===== src/rtl/cpu_ctrl_pkg.sv =====
// Shared encodings for the beta CPU multi-cycle control path: FSM states,
// opcode/funct constants, PC source selects and small opcode classifiers.
package cpu_ctrl_pkg;

  typedef enum logic [2:0] {
    ST_RST    = 3'd0,
    ST_FETCH  = 3'd1,
    ST_DECODE = 3'd2,
    ST_EXEC   = 3'd3,
    ST_MEM    = 3'd4,
    ST_WB     = 3'd5,
    ST_HALT   = 3'd7
  } state_t;

  localparam logic [5:0] OP_RTYPE = 6'b000000;
  localparam logic [5:0] OP_LW    = 6'b000001;
  localparam logic [5:0] OP_SW    = 6'b000010;
  localparam logic [5:0] OP_ADDI  = 6'b000011;
  localparam logic [5:0] OP_SUBI  = 6'b000100;
  localparam logic [5:0] OP_BEQ   = 6'b000111;
  localparam logic [5:0] OP_BNE   = 6'b001000;

  localparam logic [5:0] FUNCT_JR   = 6'b010100;
  localparam logic [5:0] FUNCT_JALR = 6'b010101;

  localparam logic [1:0] PC_SRC_SEQ    = 2'b00;
  localparam logic [1:0] PC_SRC_BRANCH = 2'b01;
  localparam logic [1:0] PC_SRC_REG    = 2'b10;

  function automatic logic op_defined(input logic [5:0] op);
    case (op)
      OP_RTYPE, OP_LW, OP_SW, OP_ADDI, OP_SUBI, OP_BEQ, OP_BNE: return 1'b1;
      default: return 1'b0;
    endcase
  endfunction

  // Opcodes whose second ALU operand is the sign-extended immediate.
  function automatic logic op_uses_imm(input logic [5:0] op);
    case (op)
      OP_LW, OP_SW, OP_ADDI, OP_SUBI: return 1'b1;
      default: return 1'b0;
    endcase
  endfunction

endpackage


===== src/rtl/cpu_multicycle_control_if.sv =====
// Unified instruction/data memory handshake between the control FSM
// (master) and the memory port (slave).
interface cpu_multicycle_control_if;
  logic mem_req;
  logic mem_we;
  logic iord;
  logic mem_ready;

  modport master (output mem_req, output mem_we, output iord, input mem_ready);
  modport slave  (input mem_req, input mem_we, input iord, output mem_ready);
endinterface


===== src/rtl/cpu_mem_watchdog.sv =====
// Memory-stall watchdog: counts consecutive unanswered request cycles,
// flags expiry combinationally and keeps a sticky bus_error.
module cpu_mem_watchdog #(
  parameter int unsigned MEM_TIMEOUT = 15,
  parameter int unsigned CNT_W       = 8
) (
  input  logic clock,
  input  logic reset_n,
  input  logic req,
  input  logic ready,
  input  logic restart,
  output logic expired,
  output logic bus_error
);

  logic [CNT_W-1:0] cnt;

  // A ready in the expiry cycle completes the access and suppresses the error.
  assign expired = req && !ready && (cnt == CNT_W'(MEM_TIMEOUT));

  always_ff @(posedge clock or negedge reset_n) begin
    if (!reset_n) begin
      cnt       <= '0;
      bus_error <= 1'b0;
    end else begin
      if (ready || restart || !req)
        cnt <= '0;
      else
        cnt <= cnt + 1'b1;
      if (expired)
        bus_error <= 1'b1;
    end
  end

endmodule


===== src/rtl/cpu_multicycle_control.sv =====
// Multi-cycle main control FSM for the beta CPU core (Mealy output decode).
// Optional performance counters are enabled with `define CPU_CTRL_PERF_EN.
module cpu_multicycle_control
  import cpu_ctrl_pkg::*;
#(
  parameter int unsigned MEM_TIMEOUT = 15,
  parameter int unsigned CNT_W       = 8
) (
  input  logic        clock,
  input  logic        reset_n,
  input  logic [5:0]  opcode,
  input  logic [5:0]  funct,
  input  logic        alu_cond,
  cpu_multicycle_control_if.master mem,
  output logic        ir_write,
  output logic        pc_write,
  output logic [1:0]  pc_src,
  output logic        alu_src_b,
  output logic        reg_write,
  output logic        reg_dst,
  output logic        mem_to_reg,
  output logic        link_write,
  output logic        illegal_op,
  output logic        bus_error,
  output logic [2:0]  state
`ifdef CPU_CTRL_PERF_EN
  , output logic [31:0] retired
  , output logic [31:0] stall_cycles
`endif
);

  state_t cur_state, next_state;
  logic   wd_expired;
  logic   state_change;
  logic   is_jump_reg;
  logic   is_jalr;

  assign is_jump_reg  = (opcode == OP_RTYPE) && (funct[5:1] == FUNCT_JR[5:1]);
  assign is_jalr      = (opcode == OP_RTYPE) && (funct == FUNCT_JALR);
  assign state_change = (next_state != cur_state);
  assign state        = cur_state;

  always_comb begin
    next_state = cur_state;
    case (cur_state)
      ST_RST:    next_state = ST_FETCH;
      ST_FETCH: begin
        if (mem.mem_ready)   next_state = ST_DECODE;
        else if (wd_expired) next_state = ST_HALT;
      end
      ST_DECODE: next_state = op_defined(opcode) ? ST_EXEC : ST_FETCH;
      ST_EXEC: begin
        if (is_jump_reg)
          next_state = ST_FETCH;
        else begin
          case (opcode)
            OP_BEQ, OP_BNE: next_state = ST_FETCH;
            OP_LW, OP_SW:   next_state = ST_MEM;
            default:        next_state = ST_WB;
          endcase
        end
      end
      ST_MEM: begin
        if (mem.mem_ready)   next_state = (opcode == OP_SW) ? ST_FETCH : ST_WB;
        else if (wd_expired) next_state = ST_HALT;
      end
      ST_WB:     next_state = ST_FETCH;
      ST_HALT:   next_state = ST_HALT;
      default:   next_state = ST_RST;
    endcase
  end

  always_comb begin
    mem.mem_req = 1'b0;
    mem.mem_we  = 1'b0;
    mem.iord    = 1'b0;
    ir_write    = 1'b0;
    pc_write    = 1'b0;
    pc_src      = PC_SRC_SEQ;
    alu_src_b   = 1'b0;
    reg_write   = 1'b0;
    reg_dst     = 1'b0;
    mem_to_reg  = 1'b0;
    link_write  = 1'b0;
    illegal_op  = 1'b0;
    case (cur_state)
      ST_FETCH: begin
        mem.mem_req = 1'b1;
        if (mem.mem_ready) begin
          ir_write = 1'b1;
          pc_write = 1'b1;
        end
      end
      ST_DECODE: illegal_op = !op_defined(opcode);
      ST_EXEC: begin
        alu_src_b = op_uses_imm(opcode);
        if (is_jump_reg) begin
          pc_write = 1'b1;
          pc_src   = PC_SRC_REG;
          if (is_jalr) begin
            link_write = 1'b1;
            reg_write  = 1'b1;
            reg_dst    = 1'b1;
          end
        end else if (opcode == OP_BEQ || opcode == OP_BNE) begin
          pc_write = alu_cond;
          pc_src   = PC_SRC_BRANCH;
        end
      end
      ST_MEM: begin
        mem.mem_req = 1'b1;
        mem.iord    = 1'b1;
        mem.mem_we  = (opcode == OP_SW);
      end
      ST_WB: begin
        reg_write  = 1'b1;
        reg_dst    = (opcode == OP_RTYPE);
        mem_to_reg = (opcode == OP_LW);
      end
      default: ;
    endcase
  end

  always_ff @(posedge clock or negedge reset_n) begin
    if (!reset_n) cur_state <= ST_RST;
    else          cur_state <= next_state;
  end

  cpu_mem_watchdog #(
    .MEM_TIMEOUT (MEM_TIMEOUT),
    .CNT_W       (CNT_W)
  ) u_watchdog (
    .clock     (clock),
    .reset_n   (reset_n),
    .req       (mem.mem_req),
    .ready     (mem.mem_ready),
    .restart   (state_change),
    .expired   (wd_expired),
    .bus_error (bus_error)
  );

`ifdef CPU_CTRL_PERF_EN
  always_ff @(posedge clock or negedge reset_n) begin
    if (!reset_n) begin
      retired      <= '0;
      stall_cycles <= '0;
    end else begin
      if (next_state == ST_FETCH &&
          (cur_state == ST_EXEC || cur_state == ST_MEM || cur_state == ST_WB))
        retired <= retired + 32'd1;
      if (mem.mem_req && !mem.mem_ready)
        stall_cycles <= stall_cycles + 32'd1;
    end
  end
`endif

endmodule


===== src/flat_wrapper.sv =====
// flat-port wrapper written by rule: the top's interface ports become plain ports
module cpu_multicycle_control_flat import cpu_ctrl_pkg::*;
#(
  parameter int unsigned MEM_TIMEOUT = 15,
  parameter int unsigned CNT_W       = 8
)
  (clock, reset_n, opcode, funct, alu_cond, ir_write, pc_write, pc_src, alu_src_b, reg_write, reg_dst, mem_to_reg, link_write, illegal_op, bus_error, state, mem_mem_req, mem_mem_we, mem_iord, mem_mem_ready);
  cpu_multicycle_control_if mem_i ();
  input  logic clock;
  input  logic reset_n;
  input  logic [5:0] opcode;
  input  logic [5:0] funct;
  input  logic alu_cond;
  output logic ir_write;
  output logic pc_write;
  output logic [1:0] pc_src;
  output logic alu_src_b;
  output logic reg_write;
  output logic reg_dst;
  output logic mem_to_reg;
  output logic link_write;
  output logic illegal_op;
  output logic bus_error;
  output logic [2:0] state;
  output wire logic [$bits(mem_i.mem_req)-1:0] mem_mem_req;
  output wire logic [$bits(mem_i.mem_we)-1:0] mem_mem_we;
  output wire logic [$bits(mem_i.iord)-1:0] mem_iord;
  input wire logic [$bits(mem_i.mem_ready)-1:0] mem_mem_ready;
  assign mem_mem_req = mem_i.mem_req;
  assign mem_mem_we = mem_i.mem_we;
  assign mem_iord = mem_i.iord;
  assign mem_i.mem_ready = mem_mem_ready;
  cpu_multicycle_control #(.MEM_TIMEOUT(MEM_TIMEOUT), .CNT_W(CNT_W)) u_core (.clock(clock), .reset_n(reset_n), .opcode(opcode), .funct(funct), .alu_cond(alu_cond), .mem(mem_i), .ir_write(ir_write), .pc_write(pc_write), .pc_src(pc_src), .alu_src_b(alu_src_b), .reg_write(reg_write), .reg_dst(reg_dst), .mem_to_reg(mem_to_reg), .link_write(link_write), .illegal_op(illegal_op), .bus_error(bus_error), .state(state));
endmodule

===== config.mk =====
export PLATFORM = sky130hd
export DESIGN_NAME = cpu_multicycle_control_flat
export DESIGN_NICKNAME = d
export VERILOG_FILES = /design/src/rtl/cpu_ctrl_pkg.sv /design/src/rtl/cpu_multicycle_control_if.sv /design/src/rtl/cpu_mem_watchdog.sv /design/src/rtl/cpu_multicycle_control.sv /design/src/flat_wrapper.sv
export SDC_FILE = /design/constraint.sdc
export NUM_CORES = 1
export LEC_CHECK = 0
export CAP_MARGIN = 20
export CORE_MARGIN = 8
export CORE_UTILIZATION = 44
export DETAILED_ROUTE_END_ITERATION = 7
export GPL_ROUTABILITY_DRIVEN = 0
export PLACE_DENSITY = 0.78
export SLEW_MARGIN = 15
export SYNTH_ARGS = -nofsm -noshare
export SYNTH_HDL_FRONTEND = slang
export SYNTH_SLANG_ARGS = --single-unit

===== constraint.sdc =====
create_clock -name clock -period 1.76 [get_ports clock]
set_input_delay 0.352 -clock clock [delete_from_list [all_inputs] [get_ports clock]]
set_output_delay 0.352 -clock clock [all_outputs]
set_load 0.05 [all_outputs]

==> flow_summary.yaml, run 1 <==
floorplanning:
  ios: 33
  chipWidth_um: 62.18
  start_util_pct: 47.35
  die-height_um: 62.18
  fp-row-count: 16
placement:
  place_area_um2: 1712
  io_buffers: 32
  dpl.hpwl_um: 2441
synthesis:
  yosys.area_share.simple_pct: 39.47
  synth_top_area_share_pct: 32.00
  yosysTopAreaCell: "dfrtp_1"
  async_flop_share_pct: 100.0
  synth_fp_nets: 117
  synth_top_family_by_area: "simple AND/OR/NAND/NOR gates"
  synth_ff_type: "dfrtp_1"
  synth.distinct_cells: 46
  synth_area_leaders: "dfrtp_1 32%, nor2_1 4.8%, xor2_1 4.7%"
  synthCells: 100
  yosys_warnings: 0
  synth_seq_cells: 12
  synth_compound_area_share_pct: 13.87
  avgSynthCellArea_um2: 9.384
  synth_mux_area_share_pct: 1.067
  syn_area_um2: 938.4
  synth-xor-area-share_pct: 7.467
  synth_edf_count: 0
  synthAdderAreaFrac_pct: 1.333
  ys_seq_area_share_pct: 32.00
outcome:
  flow.stopped_at: "5_1_grt"
  firstError: "[ERROR DPL-0038] Utilization greater than 100%, impossible to legalize"
  status: "aborted with a tool error"
timing:
  repair-timing-grt-worst-ep: "link_write"
  endpoint_type: "primary output"
cts:
  cts_made_buffers: 3
  clk_path_buf_depth: 2
  h-tree-depth: 1
  postCtsHoldBufs: 0
  clock_sinks: 12
  root_buffer: "clkbuf_4"
global_routing:
  grt_max_degree: 13
kinds of logic after synthesis:
kind of cell | Yosys count
XOR/XNOR | 8
AO/OA/AOI/OAI | 17
flip-flops | 12
AND/OR/NAND/NOR | 55
adder cells (fa/ha/maj) | 1
buffers and inverters | 6
multiplexers | 1
repair_timing:
action / 4_1_cts
setup buffers: 10
gates resized for setup: 49
endpoints found under the setup margin: 12
cloned: 0
pin swaps: 14
synth_stat cells, types with 2 or more instances:
| master | n |
|---|---|
| nand4_1 | 2 |
| xor2_1 | 5 |
| nand2b_1 | 3 |
| nor4_1 | 2 |
| nor2_1 | 12 |
| nand2b_4 | 2 |
| dfrtp_1 | 12 |
| nor3_1 | 4 |
| buf_4 | 2 |
| and2_1 | 4 |
| nand3_1 | 3 |
| o21ai_1 | 3 |
| a21oi_1 | 3 |
| buf_6 | 2 |
| nand2_1 | 7 |
| xnor2_1 | 3 |
| nand3b_1 | 2 |
stage by stage:
stage                     setup WS (ps)  instances  setup TNS, ps  util [%]  hold WS [ps]
after floorplan                  -350.5        100          -1357         -         56.41
after global placement           -587.3        177          -5117     86.36         434.7
after detailed placement         -634.6        177          -5569     86.36         443.4
after CTS                        -158.8        191         -935.1     92.23         429.5
==> run 2: changes to the inputs <==
--- a/config.mk
+++ b/config.mk
@@ -6,11 +6,11 @@
 export NUM_CORES = 1
 export LEC_CHECK = 0
 export CAP_MARGIN = 20
-export CORE_MARGIN = 8
-export CORE_UTILIZATION = 44
+export CORE_AREA = 8 8 69 71
 export DETAILED_ROUTE_END_ITERATION = 7
+export DIE_AREA = 0 0 77 79
 export GPL_ROUTABILITY_DRIVEN = 0
-export PLACE_DENSITY = 0.78
+export PLACE_DENSITY_LB_ADDON = 0.15
 export SLEW_MARGIN = 15
 export SYNTH_ARGS = -nofsm -noshare
 export SYNTH_HDL_FRONTEND = slang
==> flow_summary.yaml, run 2 <==
outcome:
  status: "finished, violations left"
  violations: "setup timing"
drt:
  vias_per_cell: 4.632
  routedWlPerCell_um: 13.80
  drc: 0
  num_vias: 945
  antenna_left: 0
  drt_first_pass_iters: 4
  routed_wl_um: 2816
  drt_iter0_markers: 28
final_layout:
  drive_above_1_share_pct: 54.55
  final_cell_area_um2: 1857
  final_common_cell: "buf_4"
  diodes: 0
  fin_nets: 172
  syn2layout_area_growth_pct: 97.87
  top_register: "u_core.u_watchdog.cnt"
  final_cell_mix: "18 x buf_4, 17 x buf_12, 10 x nor2_1"
  largest_register_ffs: 8
  finish.utilization_pct: 48.88
cts:
  h-tree-depth: 1
  root_buffer: "clkbuf_8"
  clock_latency_ps: 240
  clk_path_buf_depth: 2
  cts.clk_slew.worst_paths_ps: 50
  cts_made_buffers: 3
  clock_sinks: 12
  cts_tree: "yes"
pwr:
  p_total_mw: 2.126
  leakage_nw: 0.7890
  p_per_area_nw_per_um2: 1145
  combPwrFrac_pct: 67.3
  clkPwrFrac_pct: 11.9
  p_switching_mw: 0.9534
  switching_share_pct: 44.85
  power_frac_seq_pct: 20.8
  vdd_drop_max_v: 0.0006601
  internal-power_mw: 1.172
synthesis:
  yosys_warnings: 0
  synthCells: 100
  ys_top_cells_by_count: "12 x dfrtp_1, 12 x nor2_1, 7 x nand2_1, 5 x xor2_1"
  avgSynthCellArea_um2: 9.384
  ys_seq_area_share_pct: 32.00
  synth_top_area_share_pct: 32.00
  synth_fp_nets: 117
  synth_seq_cells: 12
  synth.distinct_cells: 46
  synth_edf_count: 0
  async_flop_share_pct: 100.0
  synth_area_leaders: "dfrtp_1 32%, nor2_1 4.8%, xor2_1 4.7%"
  yosysTopAreaCell: "dfrtp_1"
  syn_area_um2: 938.4
  synth_ff_type: "dfrtp_1"
placement:
  dpl.hpwl_um: 2296
  io_buffers: 32
  place_area_um2: 1705
floorplanning:
  fp-row-count: 23
  start_util_pct: 24.70
  die-area_um2: 6083
  die-height_um: 79
  chipWidth_um: 77
  ios: 33
  coreArea_um2: 3799
setup_path:
  slowest_delay_ps: 340
  path_delay_family: "simple AND/OR/NAND/NOR gates"
  critPathArrivalTime_ps: 1490
  critPathBufInv: 2
  worstPathRequired_ps: 1410
  cpMaxStageDelayCell: "nor4_4"
  cp-end-kind: "output port"
  crit_fanout: 4
  start_kind: "primary input"
  path_cells: "buf_8, nor4_4, nand4b_4, nor3_4, and2_4, buf_12"
  criticalPathCategory: "primary input to output port"
timing:
  timing.max_slew.rel_slack_pct: 63.28
  fin_skew_ps: 4.663
  rsz0062_at_grt: "yes"
  min_period_ps: 1845
  setup_viol: 9
  hold_viol_final: 0
  post-route-period-util_pct: 104.8
  setup_ws_ps: -85.32
  clock.fmax_mhz: 541.9
  tightest_slew_ps: 549.1
  final_max_slew_viol_count: 0
global_routing:
  grt_max_degree: 13
  overflow: 0
  track_usage_pct: 9.449
  grt_pass1_vias: 1000
  grt_pass1_wl_um: 4650
  grt_antenna_before_repair: 0
flow_run:
  drv_cap: 0
worst_hold_path:
  min_path_type: "register to register"
[run 2: final cells by class]
class | instances | area (µm²)
clock buffers | 4 | 45.04
repair buffers | 55 | 683.2
fillers | 370 | 1942
well taps | 50 | 62.56
flip-flops and latches | 12 | 306.5
inverters | 1 | 3.754
multi-input cells | 82 | 755.7
[run 2: per-stage QoR]
step | setup TNS, ps | hold slack, ps | setup WS, ps | instances
after floorplan | -1357 | 56.41 | -350.5 | 100
after global placement | -5311 | 439.0 | -585.0 | 197
after detailed placement | -5513 | 446.5 | -601.4 | 197
after CTS | -631.3 | 453.3 | -100.7 | 204
after global routing | -1022 | 469.9 | -165.0 | 204
final | -462.4 | 445.8 | -85.32 | 204
[run 2: repair_timing]
action	in CTS	in global routing
pin swaps	13	6
buffers inserted	3	0
hold buffers	0	0
gates resized for setup	56	8
setup endpoints to repair	12	12
[run 2: power groups by stage]
| stage | registers, mW | clock network (mW) | logic [mW] |
|---|---|---|---|
| global placement | 0.459 | 0 | 1.34 |
| CTS | 0.441 | 0.265 | 1.43 |
| finish | 0.442 | 0.253 | 1.43 |
| global route | 0.453 | 0.277 | 1.51 |
| detailed placement | 0.456 | 0 | 1.35 |
| floorplan | 0.502 | 0 | 0.759 |
[run 2: path summary, 6_finish.rpt]
path	from	end	slack, ps	depth (start not counted)
worst min register to register	u_core.u_watchdog.cnt[0]	u_core.u_watchdog.cnt[0]	450	1
max in group asynchronous	reset_n	u_core.state[1]	880	1
worst max-delay path	opcode[3]	link_write	-90	6
min in group asynchronous	reset_n	u_core.u_watchdog.bus_error	470	1
worst min-delay path	u_core.u_watchdog.cnt[0]	u_core.u_watchdog.cnt[0]	450	1
worst max register to register	u_core.u_watchdog.cnt[4]	u_core.u_watchdog.cnt[3]	280	3
[run 2: kinds of logic after synthesis]
logic type / count (synthesis) / share of synthesized area (%)
flops: 12 / 32.00
compound gates: 17 / 13.87
fa+ha+maj: 1 / 1.333
mux: 1 / 1.067
simple gates: 55 / 39.47
xor+xnor: 8 / 7.467
buf+inv: 6 / 4.799
[run 2: routing by layer]
metal	up-vias	track usage [%]	routed length [µm]
met5	-	0	0
met1	454	11.01	1206
met2	18	16.99	1493
met3	2	2.709	106
met4	0	1.698	10
li1	471	-	-
Power figures use the tool's default switching activity.
==> run 3: changes to the inputs <==
--- a/config.mk
+++ b/config.mk
@@ -5,7 +5,6 @@
 export SDC_FILE = /design/constraint.sdc
 export NUM_CORES = 1
 export LEC_CHECK = 0
-export CAP_MARGIN = 20
 export CORE_AREA = 8 8 69 71
 export DETAILED_ROUTE_END_ITERATION = 7
 export DIE_AREA = 0 0 77 79
==> results of run 3 <==
The final DEF is identical to that of run 2; final timing and power are the same.
